--- src/rtl/ins_pkg.sv ---
`default_nettype none
// ------------------------------------------------------------------
// ins_pkg : instruction word fields, opcodes and command encodings
// Revision: 1.0
// ------------------------------------------------------------------
package ins_pkg;

  localparam int OP_W   = 3;
  localparam int DATA_W = 12;
  localparam int SR_W   = 48;
  localparam int WORD_W = OP_W + 1 + DATA_W;

  localparam logic [OP_W-1:0] OP_NULL  = 3'b000;
  localparam logic [OP_W-1:0] OP_SETSR = 3'b001;
  localparam logic [OP_W-1:0] OP_LDSR  = 3'b010;
  localparam logic [OP_W-1:0] OP_MUX   = 3'b011;
  localparam logic [OP_W-1:0] OP_MUXE  = 3'b100;
  localparam logic [OP_W-1:0] OP_WAIT  = 3'b101;

  localparam logic [WORD_W-1:0] INS_NULL = {OP_NULL, 1'b0, {DATA_W{1'b0}}};

  typedef enum logic [1:0] {
    CMD_RAW  = 2'b00,
    CMD_MUX  = 2'b01,
    CMD_MUXE = 2'b10,
    CMD_WAIT = 2'b11
  } cmd_op_e;

  typedef enum logic [1:0] {
    ST_IDLE = 2'd0,
    ST_SET  = 2'd1,
    ST_LD   = 2'd2,
    ST_OP   = 2'd3
  } ins_state_e;

  function automatic logic [WORD_W-1:0] ins_word(input logic [OP_W-1:0] op,
                                                 input logic ireg,
                                                 input logic [DATA_W-1:0] data);
    return {op, ireg, data};
  endfunction

  function automatic logic [DATA_W-1:0] sr_chunk(input logic [SR_W-1:0] value,
                                                 input logic [1:0] idx);
    return value[idx*DATA_W +: DATA_W];
  endfunction

endpackage
`default_nettype wire

--- src/rtl/ins_encoder_if.sv ---
`default_nettype none
// ------------------------------------------------------------------
// ins_encoder_if : command port and FIFO write port of ins_encoder
// Revision: 1.0
// ------------------------------------------------------------------
interface ins_encoder_if #(
  parameter int CNT_W = 16
);
  import ins_pkg::*;

  logic                cmd_valid_i;
  logic                cmd_ready_o;
  logic [1:0]          cmd_op_i;
  logic                cmd_ireg_i;
  logic [DATA_W-1:0]   cmd_data_i;
  logic [SR_W-1:0]     cmd_value_i;
  logic                fifo_full_i;
  logic                fifo_wr_o;
  logic [WORD_W-1:0]   fifo_data_o;
  logic                busy_o;
  logic [CNT_W-1:0]    word_cnt_o;

  modport slave (
    input  cmd_valid_i, cmd_op_i, cmd_ireg_i, cmd_data_i, cmd_value_i, fifo_full_i,
    output cmd_ready_o, fifo_wr_o, fifo_data_o, busy_o, word_cnt_o
  );

  modport master (
    output cmd_valid_i, cmd_op_i, cmd_ireg_i, cmd_data_i, cmd_value_i, fifo_full_i,
    input  cmd_ready_o, fifo_wr_o, fifo_data_o, busy_o, word_cnt_o
  );

endinterface
`default_nettype wire

--- src/rtl/ins_chunk_cnt.sv ---
`default_nettype none
// ------------------------------------------------------------------
// ins_chunk_cnt : number of 12-bit chunks needed to load a 48-bit SR value
// INS_COMPRESS_EN selects leading-zero-chunk trimming; otherwise always 4.
// Revision: 1.0
// ------------------------------------------------------------------
module ins_chunk_cnt
  import ins_pkg::*;
(
  input  logic [SR_W-1:0] i_value,
  output logic [2:0]      o_n
);

`ifdef INS_COMPRESS_EN
  always_comb begin
    if (i_value[47:36] != '0) begin
      o_n = 3'd4;
    end else if (i_value[35:24] != '0) begin
      o_n = 3'd3;
    end else if (i_value[23:12] != '0) begin
      o_n = 3'd2;
    end else begin
      o_n = 3'd1;
    end
  end
`else
  logic w_unused;
  assign w_unused = ^i_value;
  assign o_n      = 3'd4;
`endif

endmodule
`default_nettype wire

--- src/rtl/ins_encoder.sv ---
`default_nettype none
// ------------------------------------------------------------------
// ins_encoder : expands RAW/MUX/MUXE/WAIT commands into SETSR/LDSR/op
// words for the instruction FIFO. Optional macro: INS_COMPRESS_EN.
// Revision: 1.0
// ------------------------------------------------------------------
module ins_encoder
  import ins_pkg::*;
#(
  parameter int CNT_W = 16
) (
  input  logic          fpga_clk_i,
  input  logic          reset_i,
  ins_encoder_if.slave  bus
);

  ins_state_e          r_state;
  ins_state_e          w_state_nxt;
  cmd_op_e             r_op;
  logic                r_ireg;
  logic [DATA_W-1:0]   r_data;
  logic [SR_W-1:0]     r_value;
  logic [1:0]          r_idx;
  logic [1:0]          w_idx_nxt;
  logic                r_ready;
  logic                w_ready_nxt;
  logic                r_wr;
  logic [WORD_W-1:0]   r_wdata;
  logic [CNT_W-1:0]    r_cnt;

  logic                w_accept;
  logic                w_emit;
  logic [WORD_W-1:0]   w_word;
  logic [WORD_W-1:0]   w_op_word;
  logic [2:0]          w_n;
  logic [1:0]          w_top_idx;
  logic [1:0]          w_set_idx;
  logic                w_hold;

  ins_chunk_cnt u_chunk_cnt (
    .i_value (r_value),
    .o_n     (w_n)
  );

  assign w_hold    = bus.fifo_full_i;
  assign w_top_idx = 2'(w_n - 3'd1);
  // MUXE preloads only the low chunk; WAIT starts at its most significant chunk
  assign w_set_idx = (r_op == CMD_WAIT) ? w_top_idx : 2'd0;

  always_comb begin
    w_op_word = INS_NULL;
    case (r_op)
      CMD_RAW:  w_op_word = r_value[WORD_W-1:0];
      CMD_MUX:  w_op_word = ins_word(OP_MUX, 1'b0, r_data);
      CMD_MUXE: w_op_word = ins_word(OP_MUXE, r_ireg, r_data);
      CMD_WAIT: w_op_word = ins_word(OP_WAIT, r_ireg, '0);
      default:  w_op_word = INS_NULL;
    endcase
  end

  always_comb begin
    w_state_nxt = r_state;
    w_idx_nxt   = r_idx;
    w_ready_nxt = r_ready;
    w_accept    = 1'b0;
    w_emit      = 1'b0;
    w_word      = r_wdata;
    case (r_state)
      ST_IDLE: begin
        if (bus.cmd_valid_i && r_ready) begin
          w_accept    = 1'b1;
          w_ready_nxt = 1'b0;
          if (cmd_op_e'(bus.cmd_op_i) == CMD_MUXE || cmd_op_e'(bus.cmd_op_i) == CMD_WAIT) begin
            w_state_nxt = ST_SET;
          end else begin
            w_state_nxt = ST_OP;
          end
        end
      end
      ST_SET: begin
        w_word = ins_word(OP_SETSR, r_ireg, sr_chunk(r_value, w_set_idx));
        w_emit = ~w_hold;
        if (!w_hold) begin
          if (r_op == CMD_WAIT && w_n > 3'd1) begin
            w_idx_nxt   = w_top_idx - 2'd1;
            w_state_nxt = ST_LD;
          end else begin
            w_state_nxt = ST_OP;
          end
        end
      end
      ST_LD: begin
        w_word = ins_word(OP_LDSR, r_ireg, sr_chunk(r_value, r_idx));
        w_emit = ~w_hold;
        if (!w_hold) begin
          if (r_idx == 2'd0) begin
            w_state_nxt = ST_OP;
          end else begin
            w_idx_nxt = r_idx - 2'd1;
          end
        end
      end
      ST_OP: begin
        w_word = w_op_word;
        w_emit = ~w_hold;
        if (!w_hold) begin
          w_state_nxt = ST_IDLE;
          w_ready_nxt = 1'b1;
        end
      end
      default: w_state_nxt = ST_IDLE;
    endcase
  end

  always_ff @(posedge fpga_clk_i or posedge reset_i) begin
    if (reset_i) begin
      r_state <= ST_IDLE;
      r_idx   <= 2'd0;
      r_ready <= 1'b1;
    end else begin
      r_state <= w_state_nxt;
      r_idx   <= w_idx_nxt;
      r_ready <= w_ready_nxt;
    end
  end

  always_ff @(posedge fpga_clk_i or posedge reset_i) begin
    if (reset_i) begin
      r_op    <= CMD_RAW;
      r_ireg  <= 1'b0;
      r_data  <= '0;
      r_value <= '0;
    end else if (w_accept) begin
      r_op    <= cmd_op_e'(bus.cmd_op_i);
      r_ireg  <= bus.cmd_ireg_i;
      r_data  <= bus.cmd_data_i;
      r_value <= bus.cmd_value_i;
    end
  end

  always_ff @(posedge fpga_clk_i or posedge reset_i) begin
    if (reset_i) begin
      r_wr    <= 1'b0;
      r_wdata <= INS_NULL;
      r_cnt   <= '0;
    end else begin
      r_wr <= w_emit;
      if (w_emit) begin
        r_wdata <= w_word;
        r_cnt   <= r_cnt + 1'b1;
      end
    end
  end

  assign bus.cmd_ready_o = r_ready;
  assign bus.busy_o      = ~r_ready;
  assign bus.fifo_wr_o   = r_wr;
  assign bus.fifo_data_o = r_wdata;
  assign bus.word_cnt_o  = r_cnt;

endmodule
`default_nettype wire

--- src/flat_wrapper.sv ---
// flat-port wrapper written by rule: the top's interface ports become plain ports
module ins_encoder_flat import ins_pkg::*;
#(
  parameter int CNT_W = 16
)
  (fpga_clk_i, reset_i, bus_cmd_valid_i, bus_cmd_op_i, bus_cmd_ireg_i, bus_cmd_data_i, bus_cmd_value_i, bus_fifo_full_i, bus_cmd_ready_o, bus_fifo_wr_o, bus_fifo_data_o, bus_busy_o, bus_word_cnt_o);
  ins_encoder_if #(.CNT_W(CNT_W)) bus_i ();
  input  logic fpga_clk_i;
  input  logic reset_i;
  input wire logic [$bits(bus_i.cmd_valid_i)-1:0] bus_cmd_valid_i;
  input wire logic [$bits(bus_i.cmd_op_i)-1:0] bus_cmd_op_i;
  input wire logic [$bits(bus_i.cmd_ireg_i)-1:0] bus_cmd_ireg_i;
  input wire logic [$bits(bus_i.cmd_data_i)-1:0] bus_cmd_data_i;
  input wire logic [$bits(bus_i.cmd_value_i)-1:0] bus_cmd_value_i;
  input wire logic [$bits(bus_i.fifo_full_i)-1:0] bus_fifo_full_i;
  output wire logic [$bits(bus_i.cmd_ready_o)-1:0] bus_cmd_ready_o;
  output wire logic [$bits(bus_i.fifo_wr_o)-1:0] bus_fifo_wr_o;
  output wire logic [$bits(bus_i.fifo_data_o)-1:0] bus_fifo_data_o;
  output wire logic [$bits(bus_i.busy_o)-1:0] bus_busy_o;
  output wire logic [$bits(bus_i.word_cnt_o)-1:0] bus_word_cnt_o;
  assign bus_i.cmd_valid_i = bus_cmd_valid_i;
  assign bus_i.cmd_op_i = bus_cmd_op_i;
  assign bus_i.cmd_ireg_i = bus_cmd_ireg_i;
  assign bus_i.cmd_data_i = bus_cmd_data_i;
  assign bus_i.cmd_value_i = bus_cmd_value_i;
  assign bus_i.fifo_full_i = bus_fifo_full_i;
  assign bus_cmd_ready_o = bus_i.cmd_ready_o;
  assign bus_fifo_wr_o = bus_i.fifo_wr_o;
  assign bus_fifo_data_o = bus_i.fifo_data_o;
  assign bus_busy_o = bus_i.busy_o;
  assign bus_word_cnt_o = bus_i.word_cnt_o;
  ins_encoder #(.CNT_W(CNT_W)) u_core (.fpga_clk_i(fpga_clk_i), .reset_i(reset_i), .bus(bus_i));
endmodule
--- config.mk ---
export PLATFORM = sky130hd
export DESIGN_NAME = ins_encoder_flat
export DESIGN_NICKNAME = d
export VERILOG_FILES = /design/src/rtl/ins_pkg.sv /design/src/rtl/ins_encoder_if.sv /design/src/rtl/ins_chunk_cnt.sv /design/src/rtl/ins_encoder.sv /design/src/flat_wrapper.sv
export SDC_FILE = /design/constraint.sdc
export NUM_CORES = 1
export LEC_CHECK = 0
export CAP_MARGIN = 20
export CELL_PAD_IN_SITES_DETAIL_PLACEMENT = 1
export CELL_PAD_IN_SITES_GLOBAL_PLACEMENT = 1
export CORE_ASPECT_RATIO = 0.6
export CORE_UTILIZATION = 44
export CTS_BUF_LIST = sky130_fd_sc_hd__clkbuf_4 sky130_fd_sc_hd__clkbuf_8 sky130_fd_sc_hd__clkbuf_16
export CTS_CLUSTER_DIAMETER = 120
export DETAILED_ROUTE_END_ITERATION = 10
export PLACE_DENSITY_LB_ADDON = 0.1
export RECOVER_POWER = 25
export SLEW_MARGIN = 40
export SYNTH_ARGS = -nofsm -noshare
export SYNTH_HDL_FRONTEND = slang
export SYNTH_HIERARCHICAL = 1
export SYNTH_SLANG_ARGS = --single-unit
--- constraint.sdc ---
create_clock -name fpga_clk_i -period 9.8 [get_ports fpga_clk_i]
set_input_delay 1.47 -clock fpga_clk_i [delete_from_list [all_inputs] [get_ports fpga_clk_i]]
set_output_delay 1.47 -clock fpga_clk_i [all_outputs]
set_load 0.02 [all_outputs]
==> metrics.txt <==
post-CTS setup buffers 0; TNS Setup 0 ps; largest net degree at the start of global routing between 60 and 70; fin crit share approximately 45%; worst path arrival time about 4600 ps; CP Capture Type flop; flop2flop setup slack 6370 ps; proportion of layout cells with a drive suffix above 1 between 10% and 20%; Yosys Warn Count 6; failing checks capacitance limit, slew limit; cts repair resizes 0; # DRC 0; post-synthesis cell area 0.00488 mm^2; fillers between 1,000 and 1,500; Final Power roughly 2000 uW; Hold/Removal Path Class flop to flop; status finished, violations left; final WL between 10 and 15 mm; Top delay family on crit path simple AND/OR/NAND/NOR gates; CP cell instances dlygate4sd3_1, or2_0, clkinv_2, o21ai_2, nand2b_1, o211ai_1; top cell type's share of synthesized area between 50% and 60%; core area between 0.01 and 0.015 mm^2; number of hold buffers added after cts 0; std cell rows 29; Worst EP required ~10,000 ps; Worst-path clk slew about 70 ps; largest stage delay on the critical path 1320 ps; Crit path buffers/inverters 2; FF-to-FF Start u_core/r_state[0]; Non-Filler Instances roughly 640; routed vias roughly 3,600; Root Buffer clkbuf_16; CTS tree yes; placed cell count just over 600; H-Tree Depth 3; max-slew violations between 70 and 80; global-route wire length before repair 20.5 mm; I/O pins ~100; Main synth FF type dfrtp_1; final hold violation count 0; Tmin final around 4400 ps; chip height between 80 and 90 um; number of port buffers a little over 100; cell taking the most area after synthesis dfrtp_1; Leakage around 0.0026 uW; drt first-iter violations 203; Routability Congestion 0.781; P&R area growth vs syn 28.3%; CP Max Fanout 24; initial core utilization about 46%; CP max stage cell or2_0; R2R depth 7; maxcap violations 2; Worst Tran Pin Value 2320 ps; nets between 500 and 600; critical path depth 6; Area contributors post-synth dfrtp_1 (51%), mux2_2 (15%), mux2i_1 (4.5%); Setup-failing EPs final 0; FF-to-FF End u_core/bus.fifo_data_o[4]; GRT overflow 0; Total Routing Usage GR between 20% and 30%; diode count 0; vias in the first global route approximately 3,900; Crit Path Class input pin to flop; Clock Sinks between 100 and 150; Finished Cell Area between 0.006 and 0.007 mm^2; CP Launch Point bus_fifo_full_i; Synth Register Bits approximately 100; Post-DP HPWL between 9 and 10 mm; Longest Clk Path Bufs 2; die area between 0.01 and 0.015 mm^2; CTS buffer count 9; placed cell area between 0.005 and 0.006 mm^2; clk_lat worst skew ~340 ps; CP endpoint u_core/bus.fifo_data_o[4]; commonest cells in the synthesized netlist dfrtp_1 (100), mux2_2 (65), nand2_1 (30), mux2i_1 (22), buf_2 (17); Post-Synthesis Cells a little over 400; Syn Area/Cell 12.1 um^2; number of enable flip-flop cells after synthesis 0; initial antenna violation count 0; clk_skew about 7.6 ps; library cells used by synthesis 52; Rel. slew slack -55.4%; wire per inst around 20 um; via/cell ratio between 5 and 6; peak supply drop around 0.15 mV; Antenna Nets Post-Route 0; CP startpoint kind input pin; most repeated cell in the gate-level netlist after synthesis dfrtp_1; length of the first detailed-routing pass in iterations 4; Max Freq about 0.23 GHz; Die Width about 140 um; RSZ-0062 raised after global routing no; register area share after synthesis about half; Async S/R FF share, synth 100%; PD cells about 310 mW/mm^2
## cell usage in the layout (no fill, tap or decap), types with 5 or more instances in the layout
cell type        synthesis  final
nand3_1                  8      7
dfrtp_1                100     99
o221ai_1                 8      8
nor3_1                   8      8
a22oi_1                 12     12
ha_1                     7      7
a211oi_1                 7      7
mux2_2                  65     65
mux2i_1                 22     22
o21ai_0                  7      7
nand4_1                  5      5
clkbuf_16                0      9
nand2_1                 30     30
o22ai_1                 13     13
xnor2_1                 13     13
inv_1                   12     11
o211ai_1                 9      9
clkdlybuf4s50_1          0     99
nor2_1                   7      6
## worst min path at each step
stage                               from                         to  slack (ps)  cells after the start
2_1_floorplan         u_core/r_value[44]         u_core/r_value[44]         470                      1
3_3_place_gp   u_core/bus.word_cnt_o[15]  u_core/bus.word_cnt_o[15]         460                      1
3_5_place_dp   u_core/bus.word_cnt_o[15]  u_core/bus.word_cnt_o[15]         470                      1
4_1_cts        u_core/bus.word_cnt_o[15]  u_core/bus.word_cnt_o[15]         480                      1
5_1_grt        u_core/bus.word_cnt_o[15]  u_core/bus.word_cnt_o[15]         490                      1
6_report       u_core/bus.word_cnt_o[15]  u_core/bus.word_cnt_o[15]         480                      1
## layer usage
metal | vias to the layer above | routed length (um) | track usage (%)
met5 | - | 0 | 0
met4 | 0 | 144 | 5.89
met3 | 13 | 511 | 4.48
met2 | 87 | 5910 | 37.2
met1 | 1825 | 5890 | 31.1
li1 | 1651 | - | -
## state kept, by name, summed over array words and instances (netlist names)
name,count
u_core/bus.cmd_ready_o,1
u_core/bus.word_cnt_o,16
u_core/r_data,12
u_core/r_value,48
u_core/r_ireg,1
u_core/r_state,2
u_core/bus.fifo_data_o,16
u_core/r_op,2
u_core/bus.fifo_wr_o,1
u_core/r_idx,2
## power by group
group / switching (uW) / internal, uW / total, uW
registers: 180 / 611 / 791
clock network: 147 / 210 / 357
logic: 412 / 407 / 819
total: 739 / 1230 / 1970
## through the flow
| step | hold slack (ps) | worst slack, ps | util, % |
|---|---|---|---|
| after floorplan | 473 | 5680 | - |
| after global placement | 459 | 5870 | 55.9 |
| after detailed placement | 471 | 6090 | 55.9 |
| after CTS | 484 | 6430 | 58.7 |
| after global routing | 490 | 5200 | 58.7 |
| final | 482 | 5430 | 58.7 |
## kinds of logic (layout without fill, tap and decap cells)
group / count (synthesis) / after routing / share of synthesized area, %
flip-flops: 101 / 101 / 51.8
multiplexers: 87 / 87 / 19.5
AO/OA/AOI/OAI: 79 / 79 / 12.4
AND/OR/NAND/NOR: 74 / 74 / 7.74
buffers and inverters: 39 / 132 / 4.00
XOR/XNOR: 15 / 15 / 2.69
adder cells (fa/ha/maj): 7 / 7 / 1.79
other: 2 / 3 / 0.154
## final cells by class
class                      count  area, um^2  share of cell area, %
sequential                   101        2530                   40.4
multi-input combinational    265        2170                   34.7
timing repair buffer         104        1040                   16.6
clock buffer                  12         254                   4.05
tap                          139         174                   2.78
inverter                      13        51.3                  0.819
clock inverter                 3        46.3                  0.739
(Power assumes the default switching activity.)
==> edit 1, RTL diff (config.mk and constraints unchanged) <==
`CNT_W` is set to 16 in 3 places; all go to 18.
--- a/src/rtl/ins_encoder_if.sv
+++ b/src/rtl/ins_encoder_if.sv
@@ -4,7 +4,7 @@
 // Revision: 1.0
 // ------------------------------------------------------------------
 interface ins_encoder_if #(
-  parameter int CNT_W = 16
+  parameter int CNT_W = 18
 );
   import ins_pkg::*;
 
--- a/src/rtl/ins_encoder.sv
+++ b/src/rtl/ins_encoder.sv
@@ -7,7 +7,7 @@
 module ins_encoder
   import ins_pkg::*;
 #(
-  parameter int CNT_W = 16
+  parameter int CNT_W = 18
 ) (
   input  logic          fpga_clk_i,
   input  logic          reset_i,
--- a/src/flat_wrapper.sv
+++ b/src/flat_wrapper.sv
@@ -1,7 +1,7 @@
 // flat-port wrapper written by rule: the top's interface ports become plain ports
 module ins_encoder_flat import ins_pkg::*;
 #(
-  parameter int CNT_W = 16
+  parameter int CNT_W = 18
 )
   (fpga_clk_i, reset_i, bus_cmd_valid_i, bus_cmd_op_i, bus_cmd_ireg_i, bus_cmd_data_i, bus_cmd_value_i, bus_fifo_full_i, bus_cmd_ready_o, bus_fifo_wr_o, bus_fifo_data_o, bus_busy_o, bus_word_cnt_o);
   ins_encoder_if #(.CNT_W(CNT_W)) bus_i ();
Interface: changed (resized bus_word_cnt_o); port bits go from 102 to 104. The function was not compared with the original's and may differ.
==> edit 1 against the unedited design <==
Cell area is essentially flat; total power shrank 1.9%; synthesized area shrank 0.87%; setup slack gained 0.99 ns; sequential cell count grew 2; clock skew shrank 0.0023 ns; die area shrank 0.85%; routed wire length grew 3.3%; final cell count shrank 3.3%.
==> edit 1: results (changes against the unedited design) <==
| Metric | Value |
|---|---|
| Bufs w/o clock | `106 (+1.9%)` |
| WP data arrival | `3.63 ns (-0.93 ns)` |
| Initial antenna violation count | `0 (unchanged)` |
| Inverters | `14 (+1)` |
| Cells after DPL | `601 (-3.4%)` |
| Ranking of synthesized cells by area | `dfrtp_1 53%, mux2_2 15%, mux2i_1 2.9%` |
| Synthesized area | `4840 um2 (-0.87%)` |
| Via count | `3446 (-3.6%)` |
| Hold WS | `0.477 ns (-0.00505 ns)` |
| Switching power | `708 uW (-4.2%)` |
| M1 WL | `6330 um (+7.5%)` |
| Vias in the first global route | `3751 (-3.1%)` |
| Routability cong. | `0.752 (-3.8%)` |
| Synth top cells by count | `102 x dfrtp_1, 66 x mux2_2, 15 x nand2_1` |
| Worst-margin pin slew | `1.08 ns (-1.24 ns)` |
| P_clk | `364 uW (+2%)` |
| Leak | `0.00267 uW (+1.1%)` |
| Hpwl dp | `8930 um (-1.1%)` |
| Final non-filler cell total | `616 (-3.3%)` |
| Crit path to | `u_core/bus.fifo_data_o[2]` |
| Hold Crit Start | `u_core/bus.word_cnt_o[17]` |
| DR iter-0 viols | `194 (-4.4%)` |
| Clock Skew | `0.00529 ns (-0.00228 ns)` |
| Routed wl met3 | `710 um (+39%)` |
| Area grow syn2layout | `29.5%` |
| Comb. pwr | `783 uW (-4.4%)` |
| Port buffer count | `103 (+2.0%)` |
| Sequential share of the synthesized area | `53.3% (+1.5 points)` |
| Buffering overhead | `17.1% (+0.53 points)` |
| Fraction of area in registers | `41.1% (+0.76 points)` |
| Clock transition at path regs | `0.07 ns (about the same)` |
| Largest net degree at the start of global routing | `82 (+28%)` |
| CP max FO | `22 (-8.3%)` |
| Clkbuf count | `11 (-1)` |
| Slowest stage cell on the critical path | `dlygate4sd3_1` |
| Nets | `547 (-3.7%)` |
| Hold Path End | `u_core/bus.word_cnt_o[17]` |
| DR WL met2 | `5720 um (-3.3%)` |
| Status | `finished, final reports clean` |
| Syn avg cell area | `12.8 um2 (+6.2%)` |
| Clock-cell share | `4.79% (about the same)` |
| Layout cells sized above 1 | `21.2% (+1.5 points)` |
| First-pass GRT wire length | `21000 um (+2.2%)` |
| P_seq | `781 uW (-1%)` |
| R2R Setup Slk | `7.22 ns (+0.85 ns)` |
| FF+latch count, synth | `103 (+2.0%)` |
| Fillers | `1034 (-4.8%)` |
| Peak Freq | `296 MHz (+29%)` |
| Synth unique cells | `49 (-5.8%)` |
| DP Worst Slack | `5.91 ns (-0.183 ns)` |
| Largest stage delay on the critical path | `0.62 ns (-0.70 ns)` |
| Routed len/inst | `20.9 um (+6.9%)` |
edit 1: changes by cell type after synthesis, sizes merged, moves of 5 or more:
cell,delta
o211ai,+5
xor2,+6
a22o,+12
mux2i,-8
nand2,-15
o22ai,-11
edit 1: logic make-up (layout without fill, tap and decap cells):
| family | after synthesis | count (layout) | share of synthesized area, % |
|---|---|---|---|
| AOI/OAI and AO/OA | 72 | 72 | 12.0 |
| xor gates and xnor gates | 18 | 18 | 3.26 |
| adders and majority gates | 7 | 7 | 1.81 |
| buffers and inverters | 36 | 135 | 4.03 |
| DFF | 103 | 103 | 53.3 |
| muxes | 80 | 80 | 18.2 |
| other | 2 | 3 | 0.155 |
| and+or+nand+nor | 59 | 59 | 7.29 |
edit 1: routing by layer:
layer,vias to the layer above,track usage (%)
met4,0,5.49
li1,1568,-
met1,1778,36.5
met5,-,0
met3,12,6.17
met2,88,35.6
==> edit 2, RTL diff (config.mk and constraints unchanged) <==
Made on the original files. Re-encode `ins_state_e` (4 states) as Gray code, 2 bits wide.
--- a/src/rtl/ins_pkg.sv
+++ b/src/rtl/ins_pkg.sv
@@ -27,10 +27,10 @@
   } cmd_op_e;
 
   typedef enum logic [1:0] {
-    ST_IDLE = 2'd0,
-    ST_SET  = 2'd1,
-    ST_LD   = 2'd2,
-    ST_OP   = 2'd3
+    ST_IDLE = 2'b00,
+    ST_SET  = 2'b01,
+    ST_LD   = 2'b11,
+    ST_OP   = 2'b10
   } ins_state_e;
 
   function automatic logic [WORD_W-1:0] ins_word(input logic [OP_W-1:0] op,
Check against the original RTL: same outputs for any inputs over 4 cycles, from zero or initial values and one cycle with reset_i high; so few cycles prove little.
==> edit 2 against the unedited design <==
The flow still finishes with violations (max-capacitance violations, max-slew violations); cell area increased by 2.1%; setup slack improved by 0.63 ns; largest power group unchanged; combinational power increased by 7.6%; non-clock buffer count increased by 2; synthesized area increased by 5.0%; total power increased by 1.6%; routed wire length increased by 14%; utilization decreased by 2.3 points; sequential cell count unchanged.
==> edit 2: results (changes against the unedited design) <==
| Metric | Value |
|---|---|
| VDD IR max | `0.134 mV (-8.8%)` |
| Clock transition at path regs | `0.07 ns (about the same)` |
| Routability cong. | `0.829 (+6.2%)` |
| Fillers | `1193 (+9.9%)` |
| Hpwl dp | `9820 um (+8.8%)` |
| DR iter-0 viols | `312 (+54%)` |
| Post_cts resized | `0 (unchanged)` |
| N_diodes | `0 (unchanged)` |
| Max_cap viols | `1 (-1)` |
| Synth top cells by count | `100 x dfrtp_1, 48 x mux2_2, 39 x nand2_1` |
| Total track usage | `24.8% (+2.0 points)` |
| Ys Warns | `6 (unchanged)` |
| Port buffer count | `101 (unchanged)` |
| Nets | `608 (+7.0%)` |
| Setup Buffers After CTS | `0 (unchanged)` |
| Hold Crit Class | `reg2reg` |
| Sequential share of the synthesized area | `49.3% (-2.5 points)` |
| Worst skew pair latency | `0.35 ns` |
| Routed len/inst | `20.2 um (+3.2%)` |
| Failing checks | `max-capacitance violations, max-slew violations` |
| Slew margin rel. | `-49.0% (+6.4 points)` |
| Layout cells sized above 1 | `17.8% (-1.8 points)` |
| Via count | `3945 (+10%)` |
| Root buf cell | `clkbuf_16` |
| Asr flop ratio synth | `100% (unchanged)` |
| First-pass GRT wire length | `22700 um (+11%)` |
| Initial DRT Pass Iterations | `6 (+2)` |
| Vias in the first global route | `4047 (+4.5%)` |
| Ranking of synthesized cells by area | `dfrtp_1 49%, mux2_2 11%, o22ai_1 2.9%` |
| CP max FO | `54 (+130%)` |
| H-tree Lvls | `3 (unchanged)` |
| Largest net degree at the start of global routing | `78 (+22%)` |
| WP data arrival | `4.09 ns (-0.47 ns)` |
| Status | `finished, violations left` |
| Max Buffers Root-to-Sink | `2 (unchanged)` |
| Initial antenna violation count | `0 (unchanged)` |
| Synth unique cells | `54 (+3.8%)` |
| Leak | `0.00260 uW (-1.7%)` |
| Top reg by flops | `u_core/r_value` |
| Max-slew violation count | `49 (-38%)` |
| Max reg flops | `48 (unchanged)` |
| CTS Buf Count | `9 (unchanged)` |
| Clock Skew | `0.00420 ns (-0.00337 ns)` |
## edit 2: cell types whose count changed after synthesis, sizes merged, moves of 8 or more
cell    unedited run  this run
o22ai             13        24
inv               12        20
mux2              65        51
nor3               9         1
mux2i             22        12
o21ai              8        33
a31oi              1        12
buf               23        32
nand2             30        40
a21boi             4        12
a22o               1        12
a22oi             12         0
## edit 2: cells by family (layout without fill, tap and decap cells)
family                   count (synthesis)  in the layout  synth area share (%)
AO/OA/AOI/OAI                          134            134                  18.8
flip-flops                             101            101                  49.3
AND/OR/NAND/NOR                         83             83                  8.20
multiplexers                            63             63                  13.8
buffers and inverters                   59            142                  6.54
XOR/XNOR                                16             16                  2.73
adder cells (fa/ha/maj)                  2              2                 0.488
other                                    2              3                 0.146
## edit 2: final cells by class
cell class,count,share of cell area [%]
sequential,101,39.5
multi-input combinational,301,35.4
timing repair buffer,106,16.4
clock buffer,10,3.73
tap,160,3.13
inverter,20,1.19
clock inverter,6,0.606
## edit 2: worst paths after layout
check / start / to / slack (ns) / cells past startpoint
setup / recovery: reset_i / u_core/r_state[1] / 6.07 / 3
hold / removal: u_core/bus.word_cnt_o[13] / u_core/bus.word_cnt_o[13] / 0.49 / 1
setup reg to reg: u_core/r_state[0] / u_core/bus.fifo_data_o[2] / 7.13 / 4
hold reg to reg: u_core/bus.word_cnt_o[13] / u_core/bus.word_cnt_o[13] / 0.49 / 1
max in group fpga_clk_i: bus_fifo_full_i / u_core/bus.fifo_data_o[2] / 6.37 / 5
min in group asynchronous: reset_i / u_core/r_value[31] / 2.17 / 2
## edit 2: power by group
part           switching (uW)  internal [uW]  leakage (uW)
clock                     157            178      0.000134
sequential                170            611       0.00122
combinational             461            419       0.00124
## edit 2: per-layer routing
layer  vias up  wire length, um  track usage [%]
met5         -                0                0
met4         0               99             4.79
met3         8              897             4.97
met2       108             6310             36.6
met1      2009             6900             37.7
li1       1820                -                -
## edit 2: through the flow
step                      instances  worst slack [ns]  utilization (%)  hold slack, ns  instance area (um2)
after floorplan                 461              5.68                -           0.474                 5130
after global placement          688              6.31             54.0           0.462                 6120
after detailed placement        688              6.23             54.1           0.481                 6130
after CTS                       704              6.61             56.6           0.494                 6410
after global routing            704              5.63             56.5           0.516                 6400
final                           704              6.07             56.5           0.488                 6400
## edit 2: worst max-delay path, cell delays in order
cell and delay (ns):
dlygate4sd3_1 0.55, clkinvlp_2 1.26, buf_4 0.76
